## config.mk

```make
export PLATFORM = sky130hd
export DESIGN_NAME = clk_div_prog
export DESIGN_NICKNAME = d
export VERILOG_FILES = /design/src/rtl/clk_div_prog.sv
export SDC_FILE = /design/constraint.sdc
export NUM_CORES = 1
export LEC_CHECK = 0
export BUFFER_PORTS_ARGS = -buffer_cell sky130_fd_sc_hd__buf_4
export CORE_MARGIN = 2
export CORE_UTILIZATION = 45
export CTS_BUF_LIST = sky130_fd_sc_hd__clkbuf_4 sky130_fd_sc_hd__clkbuf_8
export CTS_CLUSTER_SIZE = 25
export DETAILED_ROUTE_END_ITERATION = 16
export GPL_ROUTABILITY_DRIVEN = 0
export PLACE_DENSITY_LB_ADDON = 0.2
export SETUP_SLACK_MARGIN = 0.15
export SLEW_MARGIN = 20
export SYNTH_ARGS = -nofsm -noshare
export SYNTH_HDL_FRONTEND = slang
export SYNTH_SLANG_ARGS = --single-unit
```

## constraint.sdc

```tcl
create_clock -name clk_in -period 5.4 [get_ports clk_in]
set_clock_uncertainty 0.05 [all_clocks]
set_input_delay 0.54 -clock clk_in [delete_from_list [all_inputs] [get_ports clk_in]]
set_output_delay 0.54 -clock clk_in [all_outputs]
set_load 0.005 [all_outputs]
```

## src/rtl/clk_div_prog.sv

```systemverilog
// clk_div_prog: programmable clock divider with glitch-free divisor updates applied only at period wrap.
module clk_div_prog #(
    parameter int unsigned CNT_W     = 16,
    parameter int unsigned DIV_RESET = 4
) (
    input  logic             clk_in,
    input  logic             reset,
    input  logic             en,
    input  logic [CNT_W-1:0] div_in,
    input  logic             div_wr,
    output logic             clk_out,
    output logic             tick,
    output logic             busy,
    output logic             err,
    output logic [CNT_W-1:0] div_cur
);
    localparam logic [CNT_W-1:0] DIV_RST = CNT_W'(DIV_RESET);
    logic [CNT_W-1:0] d_q, d_d, p_q, p_d, cnt_q, cnt_d, cnt_nxt, h;
    logic clk_out_q, clk_out_d, tick_q, tick_d, busy_q, busy_d, err_q, err_d;
    logic wrap, wr_ok, apply;
    always_comb begin
        h         = d_q - (d_q >> 1);
        wrap      = cnt_q == d_q - CNT_W'(1);
        cnt_nxt   = wrap ? '0 : cnt_q + CNT_W'(1);
        wr_ok     = div_wr && div_in >= CNT_W'(2);
        // busy_q is the pre-edge value, so a write landing on a wrap waits for the next one
        apply     = en && wrap && busy_q;
        cnt_d     = en ? cnt_nxt : cnt_q;
        clk_out_d = en ? (cnt_nxt < h) : clk_out_q;
        tick_d    = en && wrap;
        d_d       = apply ? p_q : d_q;
        p_d       = wr_ok ? div_in : p_q;
        busy_d    = wr_ok || (busy_q && !apply);
        err_d     = div_wr && !wr_ok;
    end
    always_ff @(posedge clk_in or posedge reset) begin
        if (reset) begin
            d_q       <= DIV_RST;
            p_q       <= DIV_RST;
            cnt_q     <= DIV_RST - CNT_W'(1);
            clk_out_q <= 1'b0;
            tick_q    <= 1'b0;
            busy_q    <= 1'b0;
            err_q     <= 1'b0;
        end else begin
            d_q       <= d_d;
            p_q       <= p_d;
            cnt_q     <= cnt_d;
            clk_out_q <= clk_out_d;
            tick_q    <= tick_d;
            busy_q    <= busy_d;
            err_q     <= err_d;
        end
    end
    assign clk_out = clk_out_q;
    assign tick    = tick_q;
    assign busy    = busy_q;
    assign err     = err_q;
    assign div_cur = d_q;
endmodule

```

==> impl_metrics.tcl, run 1 <==
set metrics [dict create \
    status "complete, no violations" \
    grt_max_degree 53 \
    clockPowerShare_pct 28.1 \
    path_buf_inv 1 \
    start_util_pct 46.30 \
    path_class "reg -> reg" \
    yosysWarnings 0 \
    cts_sinks 52 \
    placed_cell_area_um2 4658 \
    clkTransAtPathRegs_ns 0.11 \
    fp.dieH_um 101.5 \
    worstPathCellList "inv_1 -> ha_1 -> and4b_2 -> nand2_2 -> mux2_4 -> a211o_1 -> nor4_4 -> nor2_1 -> ha_1 -> a21o_1 -> a21o_1 -> a21oi_1 -> o21ai_0 -> a2111oi_0 -> o31ai_1 -> a31oi_1" \
    dp_worst_setup_slack_ns 1.159 \
    ys_types 53 \
    setup_viol_count_final 0 \
    grt_overflow 0 \
    synth_area_um2 4278 \
    ys.flop_type "dfrtp_1" \
    fillers 884 \
    area_growth_pct 11.73 \
    first_iter_violations 126 \
    cts_setup_buffers 0 \
    insertedDiodeCount 0 \
    cts_tree "yes" \
    vdd_drop_max_uv 145.3 \
    synth_fp_nets 512 \
    nets 543 \
    max_slew.worst_pin.slew_ns 0.9396 \
    finalSetupTns_ns 0 \
    seq_power_share_pct 45.7 \
    fp.dieW_um 101.5 \
    fmax_ghz 0.2325 \
    synth_seq_cells 52 \
    grt_pass1_vias 3116 \
    p_switching_uw 320.6 \
    rr_worst_depth 16 \
    cp_max_fo 9 \
    grt_pass1_wl_um 15390 \
    r2r_end "clk_out" \
    min_period_ns 4.301 \
    root_buffer "clkbuf_8" \
    worstPathArrival_ns 4.50 \
    insertion_delay_ns 0.32 \
    worst-path-stages 16 \
    synthCells 444 \
    cts_hold_buf 0 \
    r2r_start "div_cur[2]" \
    hold_path_class "in -> async" \
    seqCellArea_um2 1306 \
    ctsHtreeMaxLevel 2 \
    antenna_left 0 \
    power.density_nw_per_um2 221.1 \
    worstSetupEndpointType "register" \
    numPortBuffers 39 \
    drive_gt1_share_pct 19.33 \
    yosysSeqAreaShare_pct 30.54 \
    dr.pass1.iters 4 \
    clock_path_buffers 2 \
    vias_per_cell 5.365 \
    power_uw 1057 \
    crit_family "compound AO/OA/AOI/OAI gates" \
    cts_resized 0 \
    die_area_um2 10300 \
    fp-row-count 35 \
    totalWireLength_um 9279 \
    hpwl_um 7310 \
    wl_per_cell_um 15.34 \
    coreArea_um2 9240 \
    report.final.slew_viol_count 0 \
    synth-edff-count 0 \
    cp-start-kind "register" \
    io_pins 40 \
    p_sw_share_pct 30.33 \
    max_stage_delay_ns 0.59 \
    period_share_pct 79.66 \
    multiInputGateArea_um2 2753 \
    power.leakage_uw 0.002282 \
    hold_violations 0 \
    gr-usage-all-layers_pct 18.95 \
    p_int_uw 736.2 \
    cp.required_ns 5.60 \
    dr_total_vias 3246 \
    synthArstFlopShare_pct 100.0 \
    combPwrFrac_pct 26.2 \
    worst_slack_ns 1.099 \
    antenna_found_initial 0 \
    rsz0062_at_grt "no" \
    maxSlewHeadroom_pct 37.13 \
    syn_area_per_cell_um2 9.635 \
    stdcell_area_um2 4780 \
    cts_buffers 5 \
    crit_path_top_delay_cell "dfstp_2" \
    drc_errors 0 \
    drv_cap 0 \
    regToRegSetupSlack_ns 1.10 \
]
## per-stage QoR
stage	utilization (%)	hold WS, ns	std cells
CTS	51.73	0.2951	605
global route	51.73	0.3099	605
floorplan	-	0.4250	444
finish	51.73	0.2612	605
global placement	50.39	0.4367	597
detailed placement	50.41	0.4417	597
## cells by family after synthesis
family | after synthesis | share of synthesized area [%]
AOI/OAI and AO/OA | 81 | 12.93
xor gates and xnor gates | 52 | 11.29
adders and majority gates | 48 | 14.21
buffers and inverters | 52 | 5.118
DFF | 52 | 30.54
muxes | 35 | 10.18
and+or+nand+nor | 124 | 15.74
## worst max path at each step
stage,start,end,slack (ns)
final,div_cur[2],clk_out,1.10
after global routing,div_cur[2],clk_out,0.80
after detailed placement,div_cur[2],clk_out,1.16
after floorplan,div_cur[2],clk_out,1.21
after CTS,div_cur[2],clk_out,1.11
after global placement,div_cur[2],clk_out,1.25
## registers in the layout, indices dropped and copies added, names as in the netlist
register  flops
cnt_q        16
div_cur      16
p_q          16
busy          1
clk_out       1
err           1
tick          1
## power by group through the flow
stage	Sequential, uW	Combinational, uW	Clock (uW)
finish	482	277	297
global route	489	318	320
CTS	482	282	307
detailed placement	488	281	0
global placement	489	274	0
floorplan	464	236	0
## Yosys cell counts (all sizes together), types with 3 or more instances
cell	n	area share [%]
and4	3	0.61
xnor2	35	7.2
clkbuf	14	1.2
nand4	7	1.0
o21ai	24	2.8
nand2	8	0.76
and2	3	0.44
dfrtp	48	28
nor2	39	3.4
nand2b	4	0.58
and3	13	1.9
a22o	14	2.9
nand3	9	1.1
nor3	8	0.94
o31ai	3	0.53
ha	47	14
or3	4	0.58
a21oi	13	1.5
inv	36	3.2
o21bai	4	0.70
nor4	6	1.2
xor2	15	3.1
nor2b	15	2.2
a21o	3	0.53
dfstp	4	2.5
mux2	35	10
## placed cells by master, fill, tap and decap left out, types with 11 or more instances in the layout
master	n
a21oi_1	13
a22o_1	14
and3_1	13
buf_4	40
dfrtp_1	48
ha_1	47
inv_1	35
mux2_2	24
mux2_4	11
nor2_1	39
nor2b_1	15
o21ai_0	24
xnor2_1	35
xor2_1	15
## layout make-up
cell class,instances,share of cell area (%)
inverter,36,2.880
clock buffer,6,1.728
sequential,52,27.33
multi-input combinational,340,57.59
clock inverter,2,0.8115
timing repair buffer,40,6.283
tap,129,3.377
## metal layers
metal  share of wire [%]  global-route usage, %
met5                   0                      0
met3                 4.8                  2.968
met2                  46                  30.77
met1                  48                  27.05
met4                0.88                  3.430
No activity file was read; power rests on OpenSTA's default activity.
==> inputs of run 2 (changes only) <==
ABC_AREA = 1   (was unset)
clock period = 3.8 ns   (was 5.4 ns; I/O delays follow)
==> run 2 against run 1 <==
Effect of this change:
- area after synthesis increased by 0.94%
- via count increased by 20%
- total power increased by 35%
- critical endpoint unchanged
- first-iteration DRC count up 110%
==> impl_metrics.tcl, run 2 <==
set metrics [dict create \
    r2r_start "div_cur[0]" \
    antenna_found_initial 0 \
    crit_top_cell "nand2_1" \
    combPwrFrac_pct 28.1 \
    p_switching_uw 516.4 \
    drv_cap 0 \
    hold_path_class "in -> async" \
    drive_gt1_share_pct 13.62 \
    cp.required_ns 4.00 \
    start_util_pct 46.51 \
    fillers 914 \
    hpwl_um 8423 \
    multiInputGateArea_um2 2656 \
    dr.pass1.iters 4 \
    cp_max_fo 6 \
    yosysTopAreaCellShare_pct 27.82 \
    min_period_ns 3.366 \
    first_iter_violations 259 \
    grt_overflow 0 \
    fmax_ghz 0.2971 \
    vias_per_cell 5.028 \
    path_class "reg -> reg" \
    antenna_left 0 \
    nets 713 \
    seq_power_share_pct 47.2 \
    fp.dieW_um 102.0 \
    status "complete, no violations" \
    insertion_delay_ns 0.31 \
    root_buffer "clkbuf_8" \
    clkTransAtPathRegs_ns 0.11 \
    yosysTopAreaCell "dfrtp_1" \
    die_area_um2 10390 \
    seqCellArea_um2 1306 \
    dr_total_vias 3897 \
    wl_per_cell_um 13.45 \
    synth_fp_nets 672 \
    cts_tree "yes" \
    yosys-top-cells-count "148 x nand2_1, 85 x inv_1, 67 x nor2_1, 48 x dfrtp_1, 47 x ha_1" \
    maxSlewHeadroom_pct 48.93 \
    insertedDiodeCount 0 \
    crit_family "compound AO/OA/AOI/OAI gates" \
    post-route-util_pct 52.80 \
    fp.dieH_um 102.0 \
    ys_types 37 \
    report.final.slew_viol_count 0 \
    clock_path_buffers 2 \
    cts_hold_buf 0 \
    path_buf_inv 2 \
    gr-usage-all-layers_pct 21.45 \
    p_int_uw 907.0 \
    worstSetupEndpointType "register" \
    cp-start-kind "register" \
    finalSetupTns_ns 0 \
    ctsHtreeMaxLevel 2 \
    final_common_cell "nand2_1" \
    area_growth_pct 13.53 \
    cts_buffers 5 \
    rsz0062_at_grt "no" \
    yosysSeqAreaShare_pct 30.25 \
    grt_max_degree 33 \
    regToRegSetupSlack_ns 0.43 \
    vdd_drop_max_uv 160.7 \
    totalWireLength_um 10430 \
    numPortBuffers 39 \
    power.density_nw_per_um2 290.4 \
    period_share_pct 88.57 \
    ys.flop_type "dfrtp_1" \
    drc_errors 0 \
    yosysWarnings 0 \
    coreArea_um2 9284 \
    rr_worst_depth 19 \
    synthArstFlopShare_pct 100.0 \
    synth_seq_cells 52 \
    crit_path_top_delay_cell "dfrtp_1" \
    power.leakage_uw 0.002525 \
    r2r_end "clk_out" \
    synth_area_um2 4318 \
    synth_area_leaders "dfrtp_1 28%, ha_1 14%, nand2_1 13%" \
    fp-row-count 35 \
    setup_viol_count_final 0 \
    synthCells 604 \
    mostFrequentLayoutCells "148 x nand2_1, 84 x inv_1, 65 x nor2_1, 48 x dfrtp_1, 46 x ha_1" \
    clockPowerShare_pct 24.7 \
    max_stage_delay_ns 0.52 \
    worstPathCellList "inv_2 -> ha_1 -> inv_1 -> fa_1 -> a21oi_1 -> nor2_1 -> nor2_2 -> o41ai_2 -> nand2_1 -> a21oi_1 -> xor2_1 -> ha_1 -> nand2_1 -> nor2_1 -> a211oi_1 -> o221ai_1 -> nor2_1 -> nand2_1 -> nand2_1" \
    p_sw_share_pct 36.28 \
    grt_pass1_wl_um 17560 \
    grt_pass1_vias 3719 \
    syn_area_per_cell_um2 7.149 \
    max_slew.worst_pin.slew_ns 0.7642 \
    hold_violations 0 \
    yosysMostFrequentCell "nand2_1" \
    io_pins 40 \
    worstPathArrival_ns 3.57 \
    cts_sinks 52 \
    synth-edff-count 0 \
]
-- run 2: cell count changes after synthesis, sizes merged, moves of 15 or more --
| cell | change |
|---|---|
| a21oi | +24 |
| inv | +55 |
| mux2 | -35 |
| nand2 | +144 |
| nand3 | +27 |
| nor2 | +36 |
| nor2b | -15 |
| xnor2 | -29 |
-- run 2: layer usage --
layer | wire (um) | vias up | track usage, %
met5 | 0 | - | 0
met4 | 182 | 0 | 5.436
met3 | 443 | 15 | 2.668
met2 | 5023 | 73 | 36.69
met1 | 4777 | 1797 | 28.93
li1 | - | 2012 | -
-- run 2: stage by stage --
| step | hold slack, ns | cell area (um^2) | total power, uW | instances | worst slack (ns) |
|---|---|---|---|---|---|
| floorplan | 0.3998 | 4318 | 967.1 | 604 | 0.6923 |
| global placement | 0.4131 | 4742 | 1065 | 764 | 0.4689 |
| detailed placement | 0.4186 | 4742 | 1077 | 764 | 0.3527 |
| CTS | 0.08545 | 4836 | 1434 | 772 | 0.3099 |
| global route | 0.1040 | 4902 | 1530 | 775 | 0.1069 |
| finish | 0.06466 | 4902 | 1423 | 775 | 0.4344 |
-- run 2: worst reg2reg max path: stages (launching register included) --
cell	delay, ns
dfrtp_1	0.52
inv_2	0.11
ha_1	0.21
inv_1	0.09
fa_1	0.22
a21oi_1	0.08
nor2_1	0.12
nor2_2	0.07
o41ai_2	0.37
nand2_1	0.13
a21oi_1	0.26
xor2_1	0.19
ha_1	0.25
nand2_1	0.08
nor2_1	0.05
a211oi_1	0.16
o221ai_1	0.13
nor2_1	0.10
nand2_1	0.07
nand2_1	0.05
-- run 2: final cells by class --
| type | instances | area share [%] |
|---|---|---|
| tap | 129 | 3.293 |
| timing repair buffer | 45 | 6.891 |
| multi-input combinational | 450 | 54.19 |
| clock buffer | 6 | 1.557 |
| inverter | 91 | 7.070 |
| sequential | 52 | 26.65 |
| clock inverter | 2 | 0.3573 |
-- run 2: kinds of logic (layout without fill, tap and decap cells) --
kind of cell               count (synthesis)  in the layout  share of synthesized area [%]
DFF                                       52             52                          30.25
buffers and inverters                    102            144                          9.128
adders and majority gates                 48             48                          14.08
AOI/OAI and AO/OA                         83             83                          10.58
xor gates and xnor gates                  35             35                          7.099
and+or+nand+nor                          284            284                          28.86
-- run 2: what timing repair did --
action | 4_1_cts | 5_1_grt
setup endpoints to repair | 0 | 1
gates resized for setup | 0 | 10
setup buffers | 0 | 3
-- run 2: worst max-delay path by stage --
| stage | to | startpoint | depth (start not counted) | slack (ns) |
|---|---|---|---|---|
| CTS | clk_out | div_cur[2] | 20 | 0.31 |
| detailed placement | clk_out | div_cur[2] | 20 | 0.35 |
| floorplan | clk_out | div_cur[2] | 20 | 0.69 |
| global placement | clk_out | div_cur[2] | 20 | 0.47 |
| global route | clk_out | div_cur[0] | 19 | 0.11 |
| finish | clk_out | div_cur[0] | 19 | 0.43 |
-- run 2: power by group through the flow --
stage | combinational, uW | clock [uW] | sequential [uW]
floorplan | 306 | 0 | 661
CTS | 398 | 365 | 671
detailed placement | 396 | 0 | 681
finish | 401 | 352 | 671
global placement | 383 | 0 | 682
global route | 466 | 382 | 681
==> inputs of run 3 (changes only) <==
ABC_AREA = unset   (was 1)
==> run 3 against run 2 <==
Effect of this change:
- register-to-register slack lost 0.28 ns
- final area increased by 2.8%
- sequential power increased by 1%
- utilization grew 1.7 points
- critical path depth is 2 lower
- setup slack got worse by 0.28 ns
- clock power grew 19%
- critical path type unchanged
- critical endpoint unchanged
==> impl_metrics.tcl, run 3 (same netlist as run 1, synthesis figures left out) <==
set metrics [dict create \
    status "complete, no violations" \
    fp.dieH_um 101.5 \
    hpwl_um 7694 \
    gr-usage-all-layers_pct 20.18 \
    worstSetupEndpointType "register" \
    area_growth_pct 17.75 \
    p_sw_share_pct 30.28 \
    die_area_um2 10300 \
    cts_sinks 52 \
    worstPathCellList "inv_4 -> ha_4 -> and4b_2 -> nand2_2 -> mux2_4 -> a211o_1 -> nor4_4 -> buf_12 -> nor2_2 -> ha_1 -> a21o_1 -> a21o_1 -> a21oi_2 -> o21ai_1 -> a2111oi_2 -> o31ai_1 -> a31oi_1" \
    hold_path_class "in -> async" \
    numPortBuffers 39 \
    ctsHtreeMaxLevel 2 \
    grt_overflow 0 \
    report.final.slew_viol_count 0 \
    worstSetupStartpoint "div_cur[2]" \
    cp-start-kind "register" \
    crit_family "compound AO/OA/AOI/OAI gates" \
    clockPowerShare_pct 27.7 \
    r2r_end "clk_out" \
    drc_errors 0 \
    fmax_ghz 0.2745 \
    maxSlewHeadroom_pct 33.49 \
    setup_viol_count_final 0 \
    drv_cap 0 \
    power.density_nw_per_um2 301.2 \
    combPwrFrac_pct 27.4 \
    grt_max_degree 53 \
    fillers 834 \
    clkTransAtPathRegs_ns 0.11 \
    regToRegSetupSlack_ns 0.16 \
    rsz0062_at_grt "yes" \
    coreArea_um2 9240 \
    power_uw 1517 \
    vdd_drop_max_uv 171.0 \
    cp.required_ns 3.99 \
    grt_pass1_vias 3512 \
    path_buf_inv 2 \
    dp.cells 612 \
    dr.pass1.iters 4 \
    crit_path_top_delay_cell "dfstp_2" \
    final_common_cell "buf_4" \
    first_iter_violations 147 \
    max_stage_delay_ns 0.57 \
    period_share_pct 95.87 \
    cts_tree "yes" \
    fp.dieW_um 101.5 \
    insertion_delay_ns 0.31 \
    insertedDiodeCount 0 \
    worstPathArrival_ns 3.83 \
    clock_path_buffers 2 \
    dr_total_vias 3399 \
    vias_per_cell 5.430 \
    power.leakage_uw 0.002420 \
    fp-row-count 35 \
    path_class "reg -> reg" \
    mostFrequentLayoutCells "59 x buf_4, 48 x dfrtp_1, 44 x ha_1, 38 x nor2_1" \
    p_switching_uw 459.3 \
    io_pins 40 \
    drive_gt1_share_pct 25.75 \
    root_buffer "clkbuf_8" \
    hold_violations 0 \
    totalWireLength_um 9807 \
    grt_pass1_wl_um 16590 \
    nets 564 \
    cp_max_fo 6 \
    max_slew.worst_pin.slew_ns 0.9939 \
    antenna_found_initial 0 \
    min_period_ns 3.643 \
    r2r_start "div_cur[2]" \
    rr_worst_depth 17 \
    start_util_pct 46.30 \
    p_int_uw 1058 \
    antenna_left 0 \
    cts_buffers 5 \
    seq_power_share_pct 44.9 \
    crit_top_cell "a21o_1" \
    wl_per_cell_um 15.67 \
    cts_hold_buf 0 \
    instances_no_fill 626 \
]
[run 3: area by class of cell]
cell class	count	area (um^2)	area share (%)
inverters	36	140.1	2.782
repair buffers	61	483.0	9.588
well taps	129	161.4	3.204
clock inverters	2	38.79	0.7700
clock buffers	6	82.58	1.639
flip-flops and latches	52	1306	25.93
multi-input cells	340	2825	56.09
[run 3: worst register-to-register path, stage by stage, from the launching register on]
cell	delay, ns
dfstp_2	0.57
inv_4	0.05
ha_4	0.16
and4b_2	0.27
nand2_2	0.09
mux2_4	0.29
a211o_1	0.29
nor4_4	0.20
buf_12	0.16
nor2_2	0.04
ha_1	0.29
a21o_1	0.18
a21o_1	0.17
a21oi_2	0.14
o21ai_1	0.09
a2111oi_2	0.30
o31ai_1	0.10
a31oi_1	0.14
[run 3: repair_timing]
| action | in CTS | in global routing |
|---|---|---|
| resized for setup | 1 | 14 |
| pin swaps | 1 | 6 |
| setup endpoints to repair | 1 | 1 |
| setup buffers | 4 | 2 |
[run 3: per-stage QoR]
stage / instance area, um^2 / setup slack, ns / setup TNS [ns] / utilization, % / hold slack (ns)
finish: 5037 / 0.1568 / 0 / 54.52 / 0.09552
global route: 5037 / -0.02704 / -0.02704 / 54.52 / 0.1487
CTS: 4971 / 0.06529 / 0 / 53.80 / 0.1303
detailed placement: 4802 / 0.06594 / 0 / 51.97 / 0.4405
global placement: 4800 / 0.1228 / 0 / 51.94 / 0.4368
floorplan: 4307 / 0.05054 / 0 / - / 0.4250
[run 3: routing by layer]
metal	vias up	GRT usage (%)	part of all wire (%)	routed length, um
met2	71	33.15	47	4621
li1	1671	-	-	-
met1	1649	28.61	49	4798
met4	0	4.262	1.1	108
met3	8	2.484	2.9	280
met5	-	0	0	0
[run 3: power groups by stage]
stage / logic [uW] / clock network, uW / registers (uW)
2_1_floorplan: 336 / 0 / 659
3_3_place_gp: 402 / 0 / 690
3_5_place_dp: 413 / 0 / 689
4_1_cts: 415 / 432 / 680
5_1_grt: 474 / 454 / 689
6_report: 416 / 420 / 681
[run 3: how the worst max path moves through the flow]
stage          depth (start not counted)  endpoint  slack [ns]
2_1_floorplan                         17   clk_out        0.05
3_3_place_gp                          17   clk_out        0.12
3_5_place_dp                          17   clk_out        0.07
4_1_cts                               17   clk_out        0.07
5_1_grt                               17   clk_out       -0.03
6_report                              17   clk_out        0.16
